`src/rtl/mem_test_pkg.sv`:
```
// Shared definitions for the memory-test responder.
//   state_e              : responder FSM states
//   DEFAULT_*_LATENCY    : default request-to-ack latencies in cycles
//   MIN_LATENCY          : smallest legal latency, checked at elaboration
package mem_test_pkg;

    typedef enum logic [2:0] {
        IDLE,
        WR_WAIT,
        WR_ACK,
        RD_WAIT,
        RD_ACK
    } state_e;

    localparam int DEFAULT_WRITE_LATENCY = 2;
    localparam int DEFAULT_READ_LATENCY  = 3;
    localparam int MIN_LATENCY           = 1;

endpackage

```
`src/rtl/mem_test_ram.sv`:
```
// Storage array behind the memory-test responder.
// Single port: synchronous write, asynchronous read, no reset on contents.
// Ports:
//   i_clk    in  1            clock
//   i_we     in  1            write enable (commits at the rising edge)
//   i_addr   in  ADDR_WIDTH   shared read/write address
//   i_wdata  in  DATUM_WIDTH  write data
//   o_rdata  out DATUM_WIDTH  combinational read data at i_addr
module mem_test_ram
    import mem_test_pkg::*;
#(
    parameter int DATUM_WIDTH = 8,
    parameter int ADDR_WIDTH  = 8,
    parameter int DEPTH       = 256
) (
    input  logic                   i_clk,
    input  logic                   i_we,
    input  logic [ADDR_WIDTH-1:0]  i_addr,
    input  logic [DATUM_WIDTH-1:0] i_wdata,
    output logic [DATUM_WIDTH-1:0] o_rdata
);

    logic [DATUM_WIDTH-1:0] mem_q [DEPTH];

    always_ff @(posedge i_clk) begin
        if (i_we) begin
            mem_q[i_addr] <= i_wdata;
        end
    end

    // Caller guarantees i_addr < DEPTH whenever o_rdata is consumed.
    assign o_rdata = mem_q[i_addr];

endmodule

```
`src/rtl/mem_test_responder.sv`:
```
// Memory target answering a memory tester's write/read requests through a
// request/acknowledge handshake with configurable latency.
// Optional feature macro: MEM_TEST_RESPONDER_FAULT_INJECT_EN -- when defined,
// reads of FAULT_ADDR return the stored word XORed with FAULT_MASK.
// Ports:
//   i_clk                 in  1            clock
//   i_rst_n               in  1            synchronous active-low reset
//   i_write_req           in  1            write request, held until write_ready
//   i_read_req            in  1            read request, held until read_valid
//   i_address             in  ADDR_WIDTH   word address
//   i_memory_data_write   in  DATUM_WIDTH  write data
//   o_memory_write_ready  out 1            one-cycle pulse: write committed
//   o_memory_read_valid   out 1            one-cycle pulse: read data valid
//   o_memory_data_read    out DATUM_WIDTH  read data, held until next read ack
//   o_busy                out 1            high whenever not IDLE
//   o_addr_error          out 1            pulse with the ack for address >= DEPTH
module mem_test_responder
    import mem_test_pkg::*;
#(
    parameter int DATUM_WIDTH   = 8,
    parameter int ADDR_WIDTH    = 8,
    parameter int DEPTH         = 256,
    parameter int WRITE_LATENCY = DEFAULT_WRITE_LATENCY,
    parameter int READ_LATENCY  = DEFAULT_READ_LATENCY,
    parameter int FAULT_ADDR    = 0,
    parameter int FAULT_MASK    = 1
) (
    input  logic                   i_clk,
    input  logic                   i_rst_n,
    input  logic                   i_write_req,
    input  logic                   i_read_req,
    input  logic [ADDR_WIDTH-1:0]  i_address,
    input  logic [DATUM_WIDTH-1:0] i_memory_data_write,
    output logic                   o_memory_write_ready,
    output logic                   o_memory_read_valid,
    output logic [DATUM_WIDTH-1:0] o_memory_data_read,
    output logic                   o_busy,
    output logic                   o_addr_error
);

    localparam int MAX_LAT = (WRITE_LATENCY > READ_LATENCY) ? WRITE_LATENCY : READ_LATENCY;
    localparam int CNT_W   = $clog2(MAX_LAT + 1);

    localparam logic [CNT_W-1:0]      WR_LOAD   = CNT_W'(WRITE_LATENCY - 1);
    localparam logic [CNT_W-1:0]      RD_LOAD   = CNT_W'(READ_LATENCY - 1);
    localparam logic [CNT_W-1:0]      CNT_ONE   = CNT_W'(1);
    localparam logic [ADDR_WIDTH:0]   DEPTH_LIM = (ADDR_WIDTH + 1)'(DEPTH);

    if (WRITE_LATENCY < MIN_LATENCY || READ_LATENCY < MIN_LATENCY) begin : g_bad_latency
        $error("mem_test_responder: latencies must be >= %0d", MIN_LATENCY);
    end
    if (DEPTH > (2 ** ADDR_WIDTH)) begin : g_bad_depth
        $error("mem_test_responder: DEPTH exceeds address space");
    end
    if (FAULT_ADDR >= (2 ** ADDR_WIDTH) || FAULT_MASK >= (2 ** DATUM_WIDTH)) begin : g_bad_fault
        $error("mem_test_responder: FAULT_ADDR/FAULT_MASK out of range");
    end

    state_e                 state_q, state_d;
    logic [CNT_W-1:0]       cnt_q, cnt_d;
    logic [ADDR_WIDTH-1:0]  addr_q, addr_d;
    logic [DATUM_WIDTH-1:0] wdata_q, wdata_d;
    logic [DATUM_WIDTH-1:0] rdata_q, rdata_d;

    logic [ADDR_WIDTH-1:0]  ram_addr;
    logic [DATUM_WIDTH-1:0] ram_rdata;
    logic [DATUM_WIDTH-1:0] fault_xor;
    logic [DATUM_WIDTH-1:0] rd_word;
    logic                   addr_ok;
    logic                   ram_we;

    // In IDLE the array is addressed straight from the request so that a
    // latency-1 read can load its data on the capture edge; afterwards the
    // latched address is used so later changes on i_address are ignored.
    assign ram_addr = (state_q == IDLE) ? i_address : addr_q;
    assign addr_ok  = ({1'b0, ram_addr} < DEPTH_LIM);

    // Reset at the commit edge aborts the write.
    assign ram_we   = (state_q == WR_ACK) && addr_ok && i_rst_n;

`ifdef MEM_TEST_RESPONDER_FAULT_INJECT_EN
    assign fault_xor = (ram_addr == ADDR_WIDTH'(FAULT_ADDR)) ? DATUM_WIDTH'(FAULT_MASK) : '0;
`else
    assign fault_xor = '0;
`endif

    assign rd_word = addr_ok ? (ram_rdata ^ fault_xor) : '0;

    mem_test_ram #(
        .DATUM_WIDTH (DATUM_WIDTH),
        .ADDR_WIDTH  (ADDR_WIDTH),
        .DEPTH       (DEPTH)
    ) u_ram (
        .i_clk   (i_clk),
        .i_we    (ram_we),
        .i_addr  (ram_addr),
        .i_wdata (wdata_q),
        .o_rdata (ram_rdata)
    );

    always_comb begin
        state_d = state_q;
        cnt_d   = cnt_q;
        addr_d  = addr_q;
        wdata_d = wdata_q;
        rdata_d = rdata_q;
        unique case (state_q)
            IDLE: begin
                // Write has priority; a simultaneous read stays asserted and
                // is captured in the IDLE cycle after the write completes.
                if (i_write_req) begin
                    addr_d  = i_address;
                    wdata_d = i_memory_data_write;
                    cnt_d   = WR_LOAD;
                    state_d = (WRITE_LATENCY == 1) ? WR_ACK : WR_WAIT;
                end else if (i_read_req) begin
                    addr_d  = i_address;
                    cnt_d   = RD_LOAD;
                    if (READ_LATENCY == 1) begin
                        state_d = RD_ACK;
                        rdata_d = rd_word;
                    end else begin
                        state_d = RD_WAIT;
                    end
                end
            end
            // The counter holds the number of WAIT cycles still to run, so the
            // ack lands exactly LATENCY cycles after the capture edge.
            WR_WAIT: begin
                cnt_d = cnt_q - CNT_ONE;
                if (cnt_q == CNT_ONE) begin
                    state_d = WR_ACK;
                end
            end
            WR_ACK: begin
                state_d = IDLE;
            end
            RD_WAIT: begin
                cnt_d = cnt_q - CNT_ONE;
                if (cnt_q == CNT_ONE) begin
                    state_d = RD_ACK;
                    rdata_d = rd_word;
                end
            end
            RD_ACK: begin
                state_d = IDLE;
            end
            default: begin
                state_d = IDLE;
            end
        endcase
    end

    always_ff @(posedge i_clk) begin
        if (!i_rst_n) begin
            state_q <= IDLE;
            cnt_q   <= '0;
            rdata_q <= '0;
        end else begin
            state_q <= state_d;
            cnt_q   <= cnt_d;
            rdata_q <= rdata_d;
        end
    end

    // Request payload registers carry no reset; they are only consumed after
    // a capture has loaded them.
    always_ff @(posedge i_clk) begin
        addr_q  <= addr_d;
        wdata_q <= wdata_d;
    end

    assign o_memory_write_ready = (state_q == WR_ACK);
    assign o_memory_read_valid  = (state_q == RD_ACK);
    assign o_memory_data_read   = rdata_q;
    assign o_busy               = (state_q != IDLE);
    assign o_addr_error         = ((state_q == WR_ACK) || (state_q == RD_ACK)) && !addr_ok;

endmodule

```
`config.mk`:
```
export PLATFORM = sky130hd
export DESIGN_NAME = mem_test_responder
export DESIGN_NICKNAME = d
export VERILOG_FILES = /design/src/rtl/mem_test_pkg.sv /design/src/rtl/mem_test_ram.sv /design/src/rtl/mem_test_responder.sv
export SDC_FILE = /design/constraint.sdc
export NUM_CORES = 2
export LEC_CHECK = 0
export ABC_AREA = 0
export CAP_MARGIN = 20
export CORE_UTILIZATION = 40
export CTS_CLUSTER_DIAMETER = 200
export DETAILED_ROUTE_END_ITERATION = 8
export HOLD_SLACK_MARGIN = 0.1
export MAX_ROUTING_LAYER = met4
export PLACE_DENSITY = 0.6
export SYNTH_ARGS = -nofsm -noshare
export SYNTH_HDL_FRONTEND = slang
export SYNTH_SLANG_ARGS = --single-unit
```
`constraint.sdc`:
```
create_clock -name i_clk -period 4.25 [get_ports i_clk]
set_clock_uncertainty 0.2 [all_clocks]
set_input_delay 0.85 -clock i_clk [delete_from_list [all_inputs] [get_ports i_clk]]
set_output_delay 0.85 -clock i_clk [all_outputs]
set_load 0.05 [all_outputs]
```
## Word level (Yosys, flattened, before mapping)

Memory sizes are Yosys's and may differ from the RTL's. A register that Yosys moved wholly into a read port is not among the register bits.
Cells that the tools add are included.

- Output and inout bits: 12
- Register bits after elaboration: 21
- Input port bits: 20
- Memories: 1
- RAM bits: 2048
- Logic and storage cells: 39

- Add/subtract/negate cells: 1
- Muxes and demuxes: 13
- Eq/ne operators: 8
- Reduce and logical (&&, ||, !) cells: 12

Memory list:

| memory | depth | bits a word | read ports | clocked after Yosys merged registers in | wr ports | RTL line | source |
|---|---|---|---|---|---|---|---|
| u_ram.mem_q | 256 | 8 | 1 | 1 | 1 | mem_test_ram.sv:23 | `logic [DATUM_WIDTH-1:0] mem_q [DEPTH];` |

Operators with widths:

| kind | count |
|---|---|
| $mux 8 | 3 |
| $mux 3 | 4 |
| $pmux 3 s3 | 1 |
| $reduce_and 2->1 | 4 |
| $eq 3x2->1 const B | 2 |
| $mux 2 | 2 |
| $ne 2x2->1 const B | 2 |
| $pmux 2 s2 | 1 |
| $reduce_bool 2->1 | 2 |
| $eq 3x1->1 const B | 1 |
| $eq 3x3->1 const B | 1 |
| $logic_not 3->1 | 1 |
| $ne 3x3->1 const B | 1 |
| $reduce_and 3->1 | 1 |
| $reduce_bool 3->1 | 1 |
| $eq 2x1->1 const B | 1 |
| $mux 1 | 2 |
| $reduce_or 2->1 | 1 |
| $sub 2x1->2 const B | 1 |
| $logic_and 1x1->1 | 1 |
| $logic_not 1->1 | 1 |

## Longest topological paths before layout

- Depth after elaboration: 4
- Depth in mapped cells: 15

## By module

A second synthesis with hierarchy kept.

- Cell total of the unflattened synthesis: 3652
- Area total of the unflattened synthesis: 79536.3 µm²

By module, submodules not included:

| module | area an instance (µm²) | instances | seq. area each (µm²) | cells an instance |
|---|---|---|---|---|
| mem_test_ram | 78332.6 | 1 | 61499.0 | 3539 |
| mem_test_responder | 1203.7 | 1 | 740.7 | 113 |

## Worst setup path after synthesis

No wires, ideal clock.

- Path type: register to register
- Start point: reg wdata_q[0]
- End point: mem u_ram.mem_q[0][0], data pin
- Slack: 0.004 ns
- Data arrival time: 3.228 ns
- Cell stages (with the launch flop): 1
- Period minus slack after synthesis: 4.246 ns
- Cell sequence: edfxtp_1

RTL lines:

| what | RTL line | source |
|---|---|---|
| from (decl) | mem_test_responder.sv:62 | `logic [DATUM_WIDTH-1:0] wdata_q, wdata_d;` |
| from (signal assigned) | mem_test_responder.sv:170 | `wdata_q <= wdata_d;` |
| to (decl) | mem_test_ram.sv:23 |  |

No word-level cell before the write port.

## Worst setup path in the final report

- Start point: in i_address[0]
- End point: reg rdata_q[3], in the netlist o_memory_data_read[3], read port of u_ram.mem_q

- Word-level cells in the longest chain between the ends: 1

Ends and longest elaborated chain:

| what | RTL line | source |
|---|---|---|
| from (decl) | mem_test_responder.sv:32 | `input logic [ADDR_WIDTH-1:0] i_address,` |
| $mux 8 | mem_test_responder.sv:75 | `assign ram_addr = (state_q == IDLE) ? i_address : addr_q;` |
| to (decl) | mem_test_responder.sv:63 | `logic [DATUM_WIDTH-1:0] rdata_q, rdata_d;` |

Every way passes these cells.
A chain may end at the register's enable or synchronous reset.

==> impl_metrics.json <==
{
  "ant_nets": 0,
  "outcome": "complete, but fails checks",
  "grt-ovfl-total": 0,
  "crit_fanout": 29,
  "path_clk_slew_ps": 60,
  "timing.rr.start": "state_q[0]$_SDFFE_PN0P_",
  "core_area_um2": 205000,
  "syn_nets": 5814,
  "cts_root_buf": "clkbuf_16",
  "reg2reg_slack_ps": 20,
  "drtIter0Drc": 7836,
  "die-area_um2": 208000,
  "vias": 55300,
  "crit_start": "i_address[0]",
  "synthTopCellsByArea": "edfxtp_1 (75%), nand2_1 (6.6%), nand3_1 (2.7%), mux4_2 (2.4%), nor2_1 (1.3%)",
  "dp_cells": 9039,
  "clock.fmax_mhz": 235,
  "startpoint_type": "input port",
  "grt_usage_pct": 26.5,
  "synth_top_cell_by_area": "edfxtp_1",
  "slew_headroom_pct": -6.78,
  "rsz0062_at_grt": "true",
  "crit_required_ps": 4790,
  "htree_levels": 4,
  "antenna_found_initial": 12,
  "holdCritStartpoint": "cnt_q[0]$_SDFFE_PN0P_",
  "pwr_density_cell_nw_per_um2": 507,
  "wl_um": 272000,
  "nNetsFinal": 6585,
  "pre_cts_ws_ps": -1290,
  "worstSetupEndpointType": "flip-flop",
  "seq_area_um2": 62200,
  "start_util_pct": 40.2,
  "worst_slew_pin_slew_ps": 1600,
  "viasPerCell": 5.87,
  "ys_types": 76,
  "portBuffers": 30,
  "drc": 0,
  "fp-row-count": 166,
  "dpl.hpwl_um": 181000,
  "critical_path_class": "in -> reg",
  "setup_viol": 0,
  "met1_usage_pct": 36.0,
  "min_period_over_period_pct": 99.9,
  "timing.critical_path.cells": "clkdlybuf4s50_1 > or4b_1 > and2_4 > buf_12 > buf_4 > buf_12 > mux4_2 > a22o_1 > a221oi_4 > buf_4 > nand4_1 > a211oi_2 > a31oi_1",
  "grt_max_degree": 193,
  "final_cells": 9430,
  "syn_area_per_cell_um2": 14.2,
  "drv_cap": 0,
  "min_path_type": "reg -> reg",
  "io_pins": 32,
  "grt.met3_usage_pct": 4.99,
  "drive_above_1_share_pct": 20.3,
  "insertion_delay_ps": 870,
  "netlist_area_um2": 82300,
  "cellLeakagePower_nw": 34.3,
  "globalRouteMet2Util_pct": 38.9,
  "synth.most_common_cell": "edfxtp_1",
  "synth_top_area_share_pct": 75.3,
  "wl_per_cell_um": 28.9,
  "multi_input_area_um2": 18600,
  "async_flop_share_pct": 0,
  "synth_top_flop_cell": "edfxtp_1",
  "grt_pass1_wl_um": 386000,
  "ys_top_cells_by_count": "edfxtp_1 (2064), nand2_1 (1455), nand3_1 (445)",
  "fin_util_pct": 48.7,
  "fin_ws_ps": 2.49,
  "synth_edf_count": 2064,
  "dr.pass1.iters": 6,
  "hold_end": "cnt_q[0]$_SDFFE_PN0P_",
  "ys_seq_elements": 2077,
  "peakVddDrop_mv": 0.526,
  "cts_buffers": 203,
  "synthCells": 5793,
  "worstRegToRegCells": 16,
  "hold_violations": 0,
  "gp_congestion": 0.949,
  "die_h_um": 456,
  "yosysSeqAreaShare_pct": 75.6,
  "cts.sink_count": 2077,
  "ctsHoldBuffers": 0,
  "cp_slowest_cell": "clkdlybuf4s50_1",
  "min_period_ps": 4250,
  "holdPathStages": 1,
  "grt_pass1_vias": 52700,
  "ys_warn_count": 0,
  "critical_path.max_stage_delay_ps": 630,
  "arrival_ps": 4790,
  "die_w_um": 456,
  "r2r_end": "o_memory_data_read[5]$_SDFFE_PN0P_",
  "fill_cells": 17300,
  "cts_max_path_buffers": 3,
  "drv_slew": 51,
  "grt-busiest-layer": "met2",
  "cts_tree": "built",
  "violations": "max-slew violations",
  "syn_to_final_growth_pct": 20.9
}
critical path, delay by kind of cell:
kind            cells  cell delay (ps)
buf+inv             5             1330
simple gates        3             1080
compound gates      4             1020
mux                 1              460
cell type report:
| cell class | instances | area share [%] |
|---|---|---|
| Sequential cell | 2077 | 62.5 |
| Multi-Input combinational cell | 3327 | 18.7 |
| Timing Repair Buffer | 953 | 8.61 |
| Clock buffer | 254 | 5.40 |
| Tap cell | 2688 | 3.38 |
| Clock inverter | 122 | 1.37 |
| Antenna cell | 7 | 0.0176 |
| Inverter | 2 | 0.00754 |
cells in the final DEF (no fill, tap or decap), drive strengths merged, types with 7 or more instances in the layout:
master	instances
a2111oi	18
a211oi	69
a21oi	64
a221oi	9
a222oi	8
a22oi	49
a311oi	55
a31oi	165
a32oi	55
a41oi	9
and3	149
buf	922
bufinv	23
clkbuf	255
clkdlybuf4s50	30
clkinv	88
dfxtp	13
diode	7
edfxtp	2064
inv	7
mux2i	105
mux4	87
nand2	1456
nand3	445
nand4	88
nor2	295
nor2b	8
nor3	44
nor4	7
o21ai	32
o22ai	15
o31ai	7
per-stage QoR:
stage          hold slack (ps)  total power [mW]  area (um2)  setup TNS [ps]
2_1_floorplan              233              27.7       82300               0
3_3_place_gp               251              32.2       92500         -284570
3_5_place_dp               257              32.3       92500         -295260
4_1_cts                    267              50.4       99400               0
5_1_grt                    310              51.8       99600           -14.1
6_report                   267              50.5       99600               0
flip-flops by register name, summed over array words and instances, names as in the netlist:
name	count
o_memory_data_read	8
addr_q	8
state_q	3
cnt_q	2
u_ram.mem_q	2048
wdata_q	8
worst max-delay path by stage:
stage	endpoint	slack [ps]	depth (start not counted)
2_1_floorplan	u_ram.mem_q[0][0]$_DFFE_PP_	4	0
3_3_place_gp	o_memory_data_read[7]$_SDFFE_PN0P_	-1260	13
3_5_place_dp	o_memory_data_read[7]$_SDFFE_PN0P_	-1290	13
4_1_cts	o_memory_data_read[5]$_SDFFE_PN0P_	1	15
5_1_grt	o_memory_data_read[0]$_SDFFE_PN0P_	-10	15
6_report	o_memory_data_read[3]$_SDFFE_PN0P_	2	13
metal layers:
metal | share of wire [%] | wire, um | up-vias
li1 | - | - | 23500
met1 | 40 | 108000 | 27900
met2 | 45 | 122000 | 3390
met5 | 0 | 0 | -
met4 | 4.8 | 13000 | 0
met3 | 11 | 28900 | 563
where the power goes:
| part | leakage [nW] | switching [mW] | internal (mW) |
|---|---|---|---|
| clock network | 3.28 | 7.93 | 10.4 |
| registers | 18.7 | 0.0497 | 22.8 |
| logic | 12.3 | 6.16 | 3.21 |
timing repair:
item                                    CTS  global route
setup buffers                             6             4
cloned                                    0             1
pin swaps                                 5             8
endpoints found under the setup margin    7             8
resized for setup                        26            25
cell families after synthesis:
logic type                 share of synthesized area (%)
AOI/OAI and AO/OA                                   5.25
adders and majority gates                         0.0152
DFF                                                 75.6
and+or+nand+nor                                     13.2
other                                            0.00455
buffers and inverters                               2.20
muxes                                               3.74
xor gates and xnor gates                          0.0106
(Power assumes the default switching activity.)
